<file path="src/rtl/morse_pkg.sv">
// morse_pkg: symbol codes, accumulator FSM encoding and width helper shared by the Morse word path.
package morse_pkg;
  localparam logic [1:0] SYM_NONE = 2'b00;
  localparam logic [1:0] SYM_DOT  = 2'b01;
  localparam logic [1:0] SYM_LINE = 2'b11;

  typedef enum logic [1:0] {ST_EMPTY, ST_ACCUM, ST_HOLD} acc_state_t;

  function automatic int cnt_w(input int n);
    return $clog2(n + 1);
  endfunction
endpackage

</file>
<file path="src/rtl/morse_gap_timer.sv">
// morse_gap_timer: counts idle cycles while enabled and pulses expire on count GAP_CYCLES-1.
module morse_gap_timer #(
  parameter int GAP_CYCLES = 25_000_000
) (
  input  logic clock,
  input  logic resetn,
  input  logic clear,
  input  logic reload,
  input  logic enable,
  output logic expire
);
  localparam int TW = $clog2(GAP_CYCLES);

  logic [TW-1:0] r_cnt;
  logic          w_last;

  assign w_last = r_cnt == TW'(GAP_CYCLES - 1);
  assign expire = enable && w_last;

  always_ff @(posedge clock or negedge resetn)
    if (!resetn)
      r_cnt <= '0;
    else if (clear || reload)
      r_cnt <= '0;
    else if (enable)
      r_cnt <= w_last ? '0 : r_cnt + TW'(1);
endmodule

</file>
<file path="src/rtl/morse_word_accumulator.sv">
// morse_word_accumulator: packs dot/line strobes into a word, closes it on commit or gap timeout,
// and hands it to the consumer through a valid/ack output register.
module morse_word_accumulator
  import morse_pkg::*;
#(
  parameter int MAX_SYMBOLS = 5,
  parameter int GAP_CYCLES  = 25_000_000
) (
  input  logic                             clock,
  input  logic                             resetn,
  input  logic                             ld_dot,
  input  logic                             ld_line,
  input  logic                             clear,
  input  logic                             commit,
  input  logic                             word_ack,
  output logic [2*MAX_SYMBOLS-1:0]         q,
  output logic [cnt_w(MAX_SYMBOLS)-1:0]    sym_count,
  output logic                             full,
  output logic                             overflow,
  output logic [2*MAX_SYMBOLS-1:0]         word,
  output logic [cnt_w(MAX_SYMBOLS)-1:0]    word_len,
  output logic                             word_ovf,
  output logic                             word_valid
);
  localparam int W  = 2 * MAX_SYMBOLS;
  localparam int CW = cnt_w(MAX_SYMBOLS);

  acc_state_t    r_state;
  logic [W-1:0]  r_q, r_word;
  logic [CW-1:0] r_cnt, r_word_len;
  logic          r_ovf, r_word_ovf, r_word_valid;

  logic          w_sym, w_full, w_expire, w_commit_req, w_slot_free, w_xfer;
  logic [1:0]    w_code;
  logic [W+1:0]  w_ext;

  assign w_sym        = ld_dot || ld_line;
  assign w_code       = ld_dot ? SYM_DOT : ld_line ? SYM_LINE : SYM_NONE;
  assign w_ext        = {r_q, w_code};
  assign w_full       = r_cnt == CW'(MAX_SYMBOLS);
  assign w_slot_free  = !r_word_valid || word_ack;
  assign w_commit_req = (r_state == ST_ACCUM) && (commit || w_expire);
  assign w_xfer       = !clear && w_slot_free &&
                        (w_commit_req || r_state == ST_HOLD);

  morse_gap_timer #(.GAP_CYCLES(GAP_CYCLES)) u_gap (
    .clock  (clock),
    .resetn (resetn),
    .clear  (clear || w_xfer),
    .reload (w_sym && r_state != ST_HOLD),
    .enable (r_state == ST_ACCUM),
    .expire (w_expire)
  );

  // Transfer and clear both empty the accumulator; a commit with a busy slot parks in HOLD.
  always_ff @(posedge clock or negedge resetn)
    if (!resetn) begin
      r_state      <= ST_EMPTY;
      r_q          <= '0;
      r_cnt        <= '0;
      r_ovf        <= 1'b0;
      r_word       <= '0;
      r_word_len   <= '0;
      r_word_ovf   <= 1'b0;
      r_word_valid <= 1'b0;
    end else begin
      if (word_ack)
        r_word_valid <= 1'b0;
      if (w_xfer) begin
        r_word       <= r_q;
        r_word_len   <= r_cnt;
        r_word_ovf   <= r_ovf;
        r_word_valid <= 1'b1;
      end
      if (clear || w_xfer) begin
        r_q     <= '0;
        r_cnt   <= '0;
        r_ovf   <= 1'b0;
        r_state <= ST_EMPTY;
      end else if (w_commit_req)
        r_state <= ST_HOLD;
      else if (r_state != ST_HOLD && w_sym) begin
        if (w_full)
          r_ovf <= 1'b1;
        else begin
          r_q     <= w_ext[W-1:0];
          r_cnt   <= r_cnt + CW'(1);
          r_state <= ST_ACCUM;
        end
      end
    end

  assign q          = r_q;
  assign sym_count  = r_cnt;
  assign full       = w_full;
  assign overflow   = r_ovf;
  assign word       = r_word;
  assign word_len   = r_word_len;
  assign word_ovf   = r_word_ovf;
  assign word_valid = r_word_valid;
endmodule

</file>
<file path="config.mk">
export PLATFORM = sky130hd
export DESIGN_NAME = morse_word_accumulator
export DESIGN_NICKNAME = d
export VERILOG_FILES = /design/src/rtl/morse_pkg.sv /design/src/rtl/morse_gap_timer.sv /design/src/rtl/morse_word_accumulator.sv
export SDC_FILE = /design/constraint.sdc
export NUM_CORES = 1
export LEC_CHECK = 0
export BUFFER_PORTS_ARGS = -buffer_cell sky130_fd_sc_hd__buf_4
export CAP_MARGIN = 20
export CORE_UTILIZATION = 25
export DETAILED_ROUTE_END_ITERATION = 6
export SETUP_SLACK_MARGIN = 0.2
export SYNTH_ARGS = -nofsm -noshare
export SYNTH_HDL_FRONTEND = slang
export SYNTH_SLANG_ARGS = --single-unit
</file>
<file path="constraint.sdc">
create_clock -name clock -period 2.8 [get_ports clock]
set_input_delay 0.42 -clock clock [delete_from_list [all_inputs] [get_ports clock]]
set_output_delay 0.42 -clock clock [all_outputs]
set_load 0.02 [all_outputs]
</file>
==> results.sh <==
export IMPL_met3_usage=0.0167
export IMPL_met2_usage=0.199
export IMPL_top_usage_layer="met2"
export IMPL_p_leak_nw=1.48
export IMPL_drc=1
export IMPL_avgViaCountPerCell=5.24
export IMPL_layout_cells_non_filler=492
export IMPL_ys_seq_area_frac=0.462
export IMPL_path_max_fanout=24
export IMPL_maxSlewViolCount=0
export IMPL_dpl_cell_count=484
export IMPL_yosys_area_top_type="dfrtp_1"
export IMPL_htreeDepth=2
export IMPL_synth_warnings=0
export IMPL_power_mw=2.27
export IMPL_rows=39
export IMPL_synthFlopType="dfrtp_1"
export IMPL_ir_drop_mv=0.274
export IMPL_r2r_end="u_gap.r_cnt[6]$_DFFE_PN0P_"
export IMPL_violations="DRC"
export IMPL_cts_max_path_buffers=2
export IMPL_cts_tree="yes"
export IMPL_min_period_ns=2.42
export IMPL_die_h_um=112
export IMPL_syn_to_final_growth_pct=19.4
export IMPL_gr_total_overflow=0
export IMPL_critPathKind="reg2reg"
export IMPL_rsz0062_at_grt="false"
export IMPL_cp_arrival_ns=2.60
export IMPL_grt_use_total=0.121
export IMPL_cts_hold_fix_buffers=0
export IMPL_max_freq_mhz=413
export IMPL_ant_nets=0
export IMPL_die_w_um=112
export IMPL_grt_max_degree=57
export IMPL_dp_slack_ns=0.399
export IMPL_cellPowerDensity_nw_per_um2=626
export IMPL_yosys_top_cells_area="dfrtp_1, nand3_1, mux2_4"
export IMPL_start_util=0.261
export IMPL_ios=37
export IMPL_core_area_um2=11600
export IMPL_drtIter0Drc=174
export IMPL_num_antenna_cells=0
export IMPL_period_share=0.866
export IMPL_endpoint="u_gap.r_cnt[6]$_DFFE_PN0P_"
export IMPL_slew_headroom=0.522
export IMPL_avgSynthCellArea_um2=9.50
export IMPL_r2r_slack_ns=0.38
export IMPL_syn_cell_area_um2=3030
export IMPL_synth_async_sr_flop_share=1.00
export IMPL_synth_edf_count=0
export IMPL_cts_buffers=5
export IMPL_drt_pass1_iterations=6
export IMPL_cp_end_kind="register"
export IMPL_critPathRequiredTime_ns=2.97
export IMPL_ff2ff_path_depth=7
export IMPL_root_buffer="clkbuf_16"
export IMPL_startpoint_type="register"
export IMPL_num_nets_final=358
export IMPL_wl_per_cell_um=15.0
export IMPL_grt_met1_usage=0.166
export IMPL_timing_rr_start="u_gap.r_cnt[0]$_DFFE_PN0P_"
export IMPL_clkSinkCount=56
export IMPL_via_count=2577
export IMPL_antenna_found_initial=0
export IMPL_cp_startpoint="u_gap.r_cnt[0]$_DFFE_PN0P_"
export IMPL_setup_violations=0
export IMPL_yosysTopAreaCellShare=0.462
export IMPL_finalWirelength_um=7380
export IMPL_path_clk_slew_ns=0.07
export IMPL_drive_gt1_frac=0.223
export IMPL_finClkSkew_ns=0.00533
export IMPL_hold_viol=0
export IMPL_fillers=1205
export IMPL_worstMarginPinSlew_ns=0.717
export IMPL_grt_pass1_wl_um=12600
export IMPL_finalSetupTns_ns=0
export IMPL_synth_nets=329
export IMPL_ys_ff_latch=56
export IMPL_outcome="complete, but fails checks"
export IMPL_gp_congestion=0.781
export IMPL_grt_pass1_vias=2516
export IMPL_port_buffers=36
export IMPL_holdWs_ns=0.172
export IMPL_die_area_um2=12600
export IMPL_hp_class="in2async"
export IMPL_synth_distinct_cells=49
export IMPL_place_hpwl_um=4960
export IMPL_synth_cells=319
export IMPL_clock_latency_ns=0.29
export IMPL_layout_setup_ws_ns=0.376
export IMPL_max_cap_violations=0
[timing repair]
action,CTS,global route
endpoints found under the setup margin,0,3
setup buffers,0,0
gates resized for setup,0,2
[critical path, cell delays in order, from the launching register on]
cell and delay, ns:
dfrtp_1 0.43, ha_1 0.23, nand3_1 0.28, nor4_1 0.41
a41oi_2 0.31, buf_4 0.33, a31oi_1 0.21, mux2i_1 0.09
[how the worst min path moves through the flow]
stage | endpoint | cells after the start
global placement | word_len[0]$_DFFE_PN0P_ | 1
finish | word[2]$_DFFE_PN0P_ | 1
detailed placement | word_len[0]$_DFFE_PN0P_ | 1
CTS | word[2]$_DFFE_PN0P_ | 1
floorplan | overflow$_DFFE_PN0P_ | 0
global route | word[0]$_DFFE_PN0P_ | 1
[synth_stat cells, types with 2 or more instances]
cell type / n
nor2b_1: 2
or2_2: 3
nand4b_1: 2
nor4b_1: 2
dfrtp_1: 56
clkbuf_1: 16
a31oi_1: 8
o21ai_0: 20
nor2_1: 17
nand2_1: 34
a21oi_1: 14
nor4_1: 7
mux2_2: 4
nand3_1: 34
nand2b_1: 3
inv_1: 6
buf_2: 2
nor3_1: 11
o2111ai_1: 2
o211ai_1: 8
nand4_1: 13
or3_1: 5
mux2i_1: 3
xnor2_1: 2
a211oi_1: 3
buf_6: 2
mux2_4: 10
or4_1: 4
ha_1: 3
o31a_1: 4
[state kept, by name (all words and copies together), names as in the netlist]
register,flops
u_gap.r_cnt,25
q,10
word,10
sym_count,3
word_len,3
r_state,2
overflow,1
word_ovf,1
word_valid,1
[kinds of logic after synthesis]
group / synth area share
DFF: 0.462
adders and majority gates: 0.0124
AOI/OAI and AO/OA: 0.148
buffers and inverters: 0.0421
xor gates and xnor gates: 0.00578
and+or+nand+nor: 0.255
muxes: 0.0743
[through the flow]
step	util	cell area, um2
final	0.312	3620
after global routing	0.312	3620
after CTS	0.311	3610
after detailed placement	0.299	3470
after global placement	0.299	3470
after floorplan	-	3030
[area by class of cell]
cell class | count | area [um2] | area share
clock buffers | 6 | 129 | 0.0356
clock inverters | 2 | 16.3 | 0.00450
inverters | 6 | 22.5 | 0.00622
multi-input cells | 235 | 1540 | 0.426
flip-flops and latches | 56 | 1400 | 0.387
well taps | 143 | 179 | 0.0494
repair buffers | 44 | 330 | 0.0913
[report_power, final]
part           switching [mW]  leakage [nW]  internal (mW)
registers              0.0774         0.771          0.894
clock network           0.291        0.0671          0.334
logic                   0.401         0.645          0.267
[layout by cell type (no fill, tap or decap), types with 4 or more instances in the layout]
cell type | Yosys | layout
a21oi_1 | 14 | 14
a31oi_1 | 8 | 8
buf_4 | 1 | 44
clkbuf_16 | 0 | 5
dfrtp_1 | 56 | 56
inv_1 | 6 | 6
mux2_2 | 4 | 4
mux2_4 | 10 | 10
nand2_1 | 34 | 34
nand3_1 | 34 | 34
nand4_1 | 13 | 13
nor2_1 | 17 | 17
nor3_1 | 11 | 11
nor4_1 | 7 | 7
o211ai_1 | 8 | 8
o21ai_0 | 20 | 20
o31a_1 | 4 | 4
or3_1 | 5 | 5
[layer usage]
metal  part of all wire  up-vias
li1                   -     1256
met1               0.48     1263
met2               0.48       54
met3              0.031        4
met4             0.0069        0
met5                  0        -
No activity file was read; power rests on OpenSTA's default activity.
